### config.mk
export PLATFORM = sky130hd
export DESIGN_NAME = debug_frame_sender_flat
export DESIGN_NICKNAME = d
export VERILOG_FILES = /design/src/rtl/debug_frame_sender_if.sv /design/src/rtl/debug_frame_sender.sv /design/src/flat_wrapper.sv
export SDC_FILE = /design/constraint.sdc
export NUM_CORES = 2
export LEC_CHECK = 0
export CORE_AREA = 4 4 585 587
export DETAILED_ROUTE_END_ITERATION = 8
export DIE_AREA = 0 0 589 591
export GPL_ROUTABILITY_DRIVEN = 0
export MAX_ROUTING_LAYER = met4
export PLACE_DENSITY = 0.4
export SYNTH_ARGS = -nofsm -noshare
export SYNTH_HDL_FRONTEND = slang
export SYNTH_SLANG_ARGS = --single-unit
### constraint.sdc
create_clock -name clk -period 38.2 [get_ports clk]
set_input_delay 3.82 -clock clk [delete_from_list [all_inputs] [get_ports clk]]
set_output_delay 3.82 -clock clk [all_outputs]
set_load 0.01 [all_outputs]
### src/rtl/debug_frame_sender_if.sv
// Byte stream handshake between the debug frame sender and the UART transmitter.
// The master drives data/valid, the slave answers with ready.
interface debug_frame_sender_if;
  logic [7:0] tx_data;
  logic       tx_valid;
  logic       tx_ready;

  modport master (output tx_data, output tx_valid, input tx_ready);
  modport slave  (input tx_data, input tx_valid, output tx_ready);
endinterface

### src/rtl/debug_frame_sender.sv
// Snapshots pipeline debug state on a trigger and streams it as a byte frame over a valid/ready link.
// Optional `DBG_CHECKSUM_EN appends an XOR checksum byte (190-byte frame instead of 189).
module debug_frame_sender #(
  parameter logic [7:0] HEADER_BYTE  = 8'hA5,
  parameter bit         AUTO_ON_HALT = 1'b1
) (
  input  logic                        clk,
  input  logic                        reset,
  input  logic [1023:0]               du_reg,
  input  logic [255:0]                du_mem,
  input  logic [63:0]                 du_if_id,
  input  logic [125:0]                du_id_ex,
  input  logic                        du_halt,
  input  logic                        dump_req,
  debug_frame_sender_if.master        tx,
  output logic                        busy,
  output logic                        frame_done,
  output logic [31:0]                 cycle_count
);

  // Payload after the header: cycle count, registers, memory, IF/ID, zero-extended ID/EX.
  localparam int SNAP_W = 32 + 1024 + 256 + 64 + 128;

`ifdef DBG_CHECKSUM_EN
  localparam logic [7:0] LAST_IDX = 8'd189;
`else
  localparam logic [7:0] LAST_IDX = 8'd188;
`endif

  typedef enum logic [1:0] {
    ST_IDLE = 2'd0,
    ST_SEND = 2'd1,
    ST_DONE = 2'd2
  } state_t;

  state_t              state_r;
  logic [SNAP_W-1:0]   shadow_r;
  logic [7:0]          byte_idx_r;
  logic [7:0]          tx_data_r;
  logic                tx_valid_r;
  logic                busy_r;
  logic                frame_done_r;
  logic [31:0]         cycle_count_r;
  logic                halt_q_r;
`ifdef DBG_CHECKSUM_EN
  logic [7:0]          csum_r;
`endif

  logic                trig_s;
  logic                load_s;
  logic                xfer_s;

  assign trig_s = dump_req | (AUTO_ON_HALT & du_halt & ~halt_q_r);
  assign load_s = (state_r == ST_IDLE) & trig_s;
  assign xfer_s = tx_valid_r & tx.tx_ready;

  assign tx.tx_data  = tx_data_r;
  assign tx.tx_valid = tx_valid_r;
  assign busy        = busy_r;
  assign frame_done  = frame_done_r;
  assign cycle_count = cycle_count_r;

  // Free-running saturating cycle counter (frozen while halted) and halt edge register.
  always_ff @(posedge clk) begin
    if (!reset) begin
      cycle_count_r <= 32'd0;
      halt_q_r      <= 1'b0;
    end else begin
      halt_q_r <= du_halt;
      if (!du_halt && (cycle_count_r != 32'hFFFF_FFFF)) begin
        cycle_count_r <= cycle_count_r + 32'd1;
      end
    end
  end

  // Snapshot shadow: loaded on a trigger, shifted one byte per transfer; deliberately not reset.
  always_ff @(posedge clk) begin
    if (load_s) begin
      shadow_r <= {cycle_count_r, du_reg, du_mem, du_if_id, 2'b00, du_id_ex};
    end else if ((state_r == ST_SEND) && xfer_s) begin
      shadow_r <= {shadow_r[SNAP_W-9:0], 8'h00};
    end
  end

  // Frame sequencer: registered handshake, busy and done outputs.
  always_ff @(posedge clk) begin
    if (!reset) begin
      state_r      <= ST_IDLE;
      tx_valid_r   <= 1'b0;
      tx_data_r    <= 8'h00;
      busy_r       <= 1'b0;
      frame_done_r <= 1'b0;
      byte_idx_r   <= 8'd0;
`ifdef DBG_CHECKSUM_EN
      csum_r       <= 8'h00;
`endif
    end else begin
      case (state_r)
        ST_IDLE: begin
          frame_done_r <= 1'b0;
          if (trig_s) begin
            state_r    <= ST_SEND;
            tx_valid_r <= 1'b1;
            tx_data_r  <= HEADER_BYTE;
            busy_r     <= 1'b1;
            byte_idx_r <= 8'd0;
`ifdef DBG_CHECKSUM_EN
            csum_r     <= 8'h00;
`endif
          end
        end
        ST_SEND: begin
          if (xfer_s) begin
`ifdef DBG_CHECKSUM_EN
            csum_r <= csum_r ^ tx_data_r;
`endif
            if (byte_idx_r == LAST_IDX) begin
              state_r      <= ST_DONE;
              tx_valid_r   <= 1'b0;
              busy_r       <= 1'b0;
              frame_done_r <= 1'b1;
            end else begin
              byte_idx_r <= byte_idx_r + 8'd1;
`ifdef DBG_CHECKSUM_EN
              // The checksum byte folds in the byte being accepted right now.
              if (byte_idx_r == (LAST_IDX - 8'd1)) begin
                tx_data_r <= csum_r ^ tx_data_r;
              end else begin
                tx_data_r <= shadow_r[SNAP_W-1 -: 8];
              end
`else
              tx_data_r <= shadow_r[SNAP_W-1 -: 8];
`endif
            end
          end
        end
        ST_DONE: begin
          frame_done_r <= 1'b0;
          state_r      <= ST_IDLE;
        end
        default: begin
          state_r      <= ST_IDLE;
          tx_valid_r   <= 1'b0;
          busy_r       <= 1'b0;
          frame_done_r <= 1'b0;
        end
      endcase
    end
  end

endmodule

### src/flat_wrapper.sv
// flat-port wrapper written by rule: the top's interface ports become plain ports
module debug_frame_sender_flat 
#(
  parameter logic [7:0] HEADER_BYTE  = 8'hA5,
  parameter bit         AUTO_ON_HALT = 1'b1
)
  (clk, reset, du_reg, du_mem, du_if_id, du_id_ex, du_halt, dump_req, busy, frame_done, cycle_count, tx_tx_data, tx_tx_valid, tx_tx_ready);
  debug_frame_sender_if tx_i ();
  input  logic clk;
  input  logic reset;
  input  logic [1023:0] du_reg;
  input  logic [255:0] du_mem;
  input  logic [63:0] du_if_id;
  input  logic [125:0] du_id_ex;
  input  logic du_halt;
  input  logic dump_req;
  output logic busy;
  output logic frame_done;
  output logic [31:0] cycle_count;
  output wire logic [$bits(tx_i.tx_data)-1:0] tx_tx_data;
  output wire logic [$bits(tx_i.tx_valid)-1:0] tx_tx_valid;
  input wire logic [$bits(tx_i.tx_ready)-1:0] tx_tx_ready;
  assign tx_tx_data = tx_i.tx_data;
  assign tx_tx_valid = tx_i.tx_valid;
  assign tx_i.tx_ready = tx_tx_ready;
  debug_frame_sender #(.HEADER_BYTE(HEADER_BYTE), .AUTO_ON_HALT(AUTO_ON_HALT)) u_core (.clk(clk), .reset(reset), .du_reg(du_reg), .du_mem(du_mem), .du_if_id(du_if_id), .du_id_ex(du_id_ex), .du_halt(du_halt), .dump_req(dump_req), .tx(tx_i), .busy(busy), .frame_done(frame_done), .cycle_count(cycle_count));
endmodule
## After elaboration in Yosys (flattened, before gate mapping)

Index checks and enable logic that the tools add are counted.

- Reduce and logical (&&, ||, !) cells: 11
- Equal/unequal tests: 8
- Muxes and demuxes: 18
- Bitwise gates (word level): 6
- Add/subtract/negate cells: 2

Operators with widths:

| kind | number |
|---|---|
| $mux 1504 | 2 |
| $mux 8 | 6 |
| $add 32x1->32 const B | 1 |
| $ne 32x32->1 const B | 1 |
| $pmux 8 s2 | 2 |
| $add 8x1->8 const B | 1 |
| $eq 8x8->1 const B | 1 |
| $reduce_and 4->1 | 2 |
| $mux 2 | 3 |
| $ne 2x1->1 const B | 2 |
| $ne 2x2->1 const B | 2 |
| $pmux 2 s2 | 1 |
| $reduce_and 2->1 | 2 |
| $reduce_bool 2->1 | 2 |
| $and 1x1->1 | 3 |
| $mux 1 | 3 |
| $pmux 1 s3 | 1 |
| $reduce_and 3->1 | 1 |
| $eq 2x1->1 const B | 1 |
| $eq 2x2->1 const B | 1 |
| $logic_and 1x1->1 | 2 |
| $logic_not 2->1 | 1 |
| $not 1->1 | 2 |
| $logic_not 1->1 | 1 |
| $or 1x1->1 | 1 |

- Register bits: 1557
- Output and inout port bits: 43
- Word-level logic and storage cells: 54
- Input bits: 1475

## Longest topological paths before layout

- Word-level depth: 5
- Gate-level depth with buffers: 8
- Mapped depth without buffers: 7

## Least setup slack after synthesis

OpenSTA, ideal clock, no wires.

- Path type: input port to flip-flop
- Start point: in du_halt
- End point: reg u_core.shadow_r[0], enable pin
- Slack: -0.488 ns
- Required time: 27.964 ns
- Setup time: 10.236 ns
- Path buffers: 2
- Cell stages on the path: 5
- Data arrival time: 28.451 ns
- Path through: buf_2 -> nor2b_1 -> o21ai_1 -> buf_2 -> nand2_1

- Longest elaborated chain between the ends: 4

Ends and longest elaborated chain:

| item | line | text |
|---|---|---|
| from (decl) | flat_wrapper.sv:15 | `input logic du_halt;` |
| $and 1x1->1 | debug_frame_sender.sv:53 | `assign trig_s = dump_req \| (AUTO_ON_HALT & du_halt & ~halt_q_r);` |
| $or 1x1->1 | debug_frame_sender.sv:53 |  |
| $and 1x1->1 | debug_frame_sender.sv:54 | `assign load_s = (state_r == ST_IDLE) & trig_s;` |
| $reduce_bool 2->1 (no line) | -- |  |
| to (signal assigned) | debug_frame_sender.sv:79 | `shadow_r <= {cycle_count_r, du_reg, du_mem, du_if_id, 2'b00, du_id_ex};` |
| to (signal assigned) | debug_frame_sender.sv:81 | `shadow_r <= {shadow_r[SNAP_W-9:0], 8'h00};` |
| to (decl) | debug_frame_sender.sv:37 | `logic [SNAP_W-1:0] shadow_r;` |

Every way passes these cells.
A chain may end at the register's enable or synchronous reset.

## Worst setup path after layout

- Start point: in du_halt
- End point: reg u_core.shadow_r[453], enable pin

Same word-level chain as after synthesis.

==> summary.txt <==
Run status
  – Status: complete, no violations

Power and ir drop
  – Reg power frac: 49.1%
  – Clock power share: 39.5%
  – Logic pwr share: 11.3%
  – Maximum VDD drop: 0.0326 mV
  – Leakage: 30.3 nW
  – Switching Share: 24.3%
  – Net load switching power: 1.11 mW
  – Power Dens Cells: 51.5 nW/um^2
  – P_int: 3.46 mW

CTS
  – Worst skew pair latency: 0.85 ns
  – Total CTS buffers: 189
  – Clock Root Buffer: clkbuf_16
  – CTS tree: done
  – Post-CTS sizing: 0
  – Clock slew at reported path FFs: 0.06 ns
  – Clock buffer depth: 4
  – Clock sinks: 1557
  – # hold bufs at CTS: 0
  – Setup Buffers After CTS: 0
  – H-tree Lvls: 4

Timing
  – Tcrit/Tclk final: 24.6%
  – Total negative slack: 0 ns
  – Final min period: 9.39 ns
  – WHS: 0.485 ns
  – Worst slew margin: 18.8%
  – Fin. max-slew vios: 0
  – # setup viols final: 0
  – Fmax: 106 MHz
  – Number of failing hold endpoints at the final stage: 0
  – Slew @ Worst Pin: 1.22 ns
  – Max Clock Skew: 0.0476 ns
  – RSZ-0062 raised after global routing: no
  – Final setup margin: 28.81 ns

Floorplanning
  – Site Rows: 213
  – Die Height: 591 um
  – CORE AREA: 336000 um^2
  – I/O pin count: 1518
  – Chip width: 589 um
  – Die ar.: 348000 um^2
  – Initial Utilization: 18.5%

Run
  – Max Cap Viol: 0

Place
  – Input/output buffers: 1517
  – Pre-CTS setup slack: 27.91 ns
  – DP HPWL: 194 mm

GRT
  – Initial antenna violation count: 203
  – GRT Total Usage: 14.8%
  – Vias in the first global route: 42200
  – Largest net degree at the start of global routing: 177
  – Congestion Overflow GR: 0
  – First-pass GRT wire length: 354 mm

Setup path
  – CP dominant cell by count: buf_4
  – R2R setup slack: 32.05 ns
  – R2r worst-path depth: 8
  – Critical Path RT: 38.62 ns
  – WS Path Type: input pin to flop
  – Worst setup SP type: input pin
  – Max incr delay on CP: 0.84 ns
  – Reg-to-Reg End: u_core.shadow_r[453]
  – Crit-path cells: clkdlybuf4s50_1, nor2b_1, o21ai_1, nand2_8, buf_12, buf_4, buf_4, buf_12, buf_4
  – Crit end category: flop
  – Crit Path Max Fanout: 155
  – Reg2reg start: u_core.state_r[0]
  – Crit-path slowest cell: buf_4
  – Crit path arrival time: 9.81 ns

Worst hold path
  – Hold Path End: u_core.tx.tx_data[4]
  – HP Class: flop to flop
  – Worst hold start: u_core.shadow_r[1500]
  – Worst hold stages: 2

Synth
  – Mapped Cells: 3648
  – Seq cells post-synth: 1557
  – Syn_nets: 5126
  – Post-Syn Area: 62300 um^2
  – Synth warnings: 0
  – Synthesized area per cell: 17.1 um^2
  – Ys async rst share: 0%
  – Post-synthesis sequential area ratio: 74.1%
  – Ys flop type: edfxtp_1
  – Post-synth EDFFs: 1502
  – Distinct cells, synth: 52

Detailed routing
  – # DRC: 0
  – DR pass1 iterations: 5
  – Via/cell ratio: 4.22
  – DRT iter0 DRCs: 3211
  – Routed vias: 41700
  – Antenna-violating nets left: 0
  – DRT Wirelength: 266 mm
  – Drt wl/cell: 26.9 um

Final layout
  – Area Overhead vs Synth: 42.3%
  – Share of layout cells above drive strength 1: 6.45%
  – Nets: 6543
  – Final Core Density: 26.4%
[flip-flops by register name, indices dropped and copies added (netlist names)]
| register | count |
|---|---|
| u_core.tx.tx_data | 8 |
| u_core.halt_q_r | 1 |
| u_core.tx.tx_valid | 1 |
| u_core.shadow_r | 1504 |
| u_core.state_r | 2 |
| u_core.byte_idx_r | 8 |
| u_core.frame_done | 1 |
| u_core.cycle_count | 32 |
[synthesized netlist by cell type, types with 10 or more instances]
cell type | instances | area, um^2
o21ai_0 | 12 | 60.1
a21oi_1 | 26 | 130
nand2b_1 | 10 | 62.6
or3_1 | 11 | 68.8
mux2i_1 | 10 | 100
buf_2 | 111 | 556
nand4_1 | 14 | 87.6
o31ai_1 | 11 | 82.6
nand2_1 | 39 | 146
nor2_1 | 26 | 97.6
edfxtp_1 | 1502 | 45100
dfxtp_1 | 55 | 1100
clkbuf_1 | 221 | 830
nand3_1 | 11 | 55.1
or4_1 | 11 | 82.6
buf_1 | 11 | 41.3
a22o_1 | 1493 | 13100
[power by group through the flow]
| stage | Combinational [mW] | Sequential (mW) | Clock, mW |
|---|---|---|---|
| global placement | 0.521 | 2.29 | 0 |
| detailed placement | 0.526 | 2.28 | 0 |
| global route | 0.558 | 2.26 | 1.93 |
| finish | 0.518 | 2.25 | 1.81 |
| floorplan | 0.258 | 2.39 | 0 |
| CTS | 0.529 | 2.25 | 1.87 |
[final cells by class]
| type | count | area (um^2) |
|---|---|---|
| sequential | 1557 | 46200 |
| fill | 34400 | 248000 |
| multi-input combinational | 1737 | 14600 |
| clock inverter | 97 | 1010 |
| tap | 4515 | 5650 |
| inverter | 5 | 18.8 |
| antenna | 164 | 410 |
| clock buffer | 242 | 5040 |
| timing repair buffer | 1575 | 15700 |
[critical path: cells and delay by family]
family                 cells  cell delay (ns)
buffers and inverters      6             4.08
and+or+nand+nor            2             0.89
AOI/OAI and AO/OA          1             0.34
[stage by stage]
| stage | area, um^2 | total power [mW] | std cells |
|---|---|---|---|
| 2_1_floorplan | 62300 | 2.65 | 3648 |
| 3_3_place_gp | 82200 | 2.81 | 9389 |
| 3_5_place_dp | 82200 | 2.81 | 9389 |
| 4_1_cts | 88300 | 4.65 | 9728 |
| 5_1_grt | 88700 | 4.75 | 9878 |
| 6_report | 88700 | 4.57 | 9892 |
[worst max-delay path by stage]
| stage | from | end | slack [ns] | cells after the start |
|---|---|---|---|---|
| final | du_halt | u_core.shadow_r[453] | 28.81 | 9 |
| after global routing | du_halt | u_core.shadow_r[927] | 28.46 | 9 |
| after CTS | du_halt | u_core.shadow_r[169] | 28.87 | 9 |
| after detailed placement | du_halt | u_core.shadow_r[227] | 27.91 | 9 |
| after global placement | du_halt | u_core.shadow_r[171] | 27.97 | 9 |
| after floorplan | du_halt | u_core.shadow_r[0] | 14.77 | 5 |
[placed cells by master, fill, tap and decap left out, types with 3 or more instances in the layout]
cell	count
clkdlybuf4s50_1	1517
edfxtp_1	1502
a22o_1	1493
clkbuf_16	192
diode_2	164
dfxtp_1	55
buf_4	49
clkbuf_1	45
nand2_1	38
clkinv_1	35
clkinv_2	28
a21oi_1	26
nor2_1	25
bufinv_16	17
nand4_1	14
o21ai_0	12
nand3_1	11
or3_1	11
o31ai_1	11
or4_1	11
nand2b_1	10
mux2i_1	10
and2_1	9
buf_12	9
inv_1	5
a22oi_1	5
inv_6	5
clkbuf_8	5
o221a_2	4
xnor2_1	4
a211oi_1	4
clkinvlp_4	4
nor4_1	3
ha_1	3
[cell families after synthesis]
logic type               synth area share (%)
XOR/XNOR                               0.0703
flip-flops                               74.1
AND/OR/NAND/NOR                          1.40
adder cells (fa/ha/maj)                0.0602
multiplexers                            0.161
AO/OA/AOI/OAI                            21.7
buffers and inverters                    2.44
[per-layer routing]
| metal | global-route usage [%] | vias to the layer above | wire length, um | share of wire, % |
|---|---|---|---|---|
| met5 | - | - | 0 | 0 |
| met4 | 3.44 | 0 | 6500 | 2.4 |
| met3 | 5.09 | 371 | 22400 | 8.4 |
| met2 | 25.0 | 1579 | 133000 | 50 |
| met1 | 16.9 | 21100 | 105000 | 39 |
| li1 | - | 18600 | - | - |
Power figures use the tool's default switching activity.
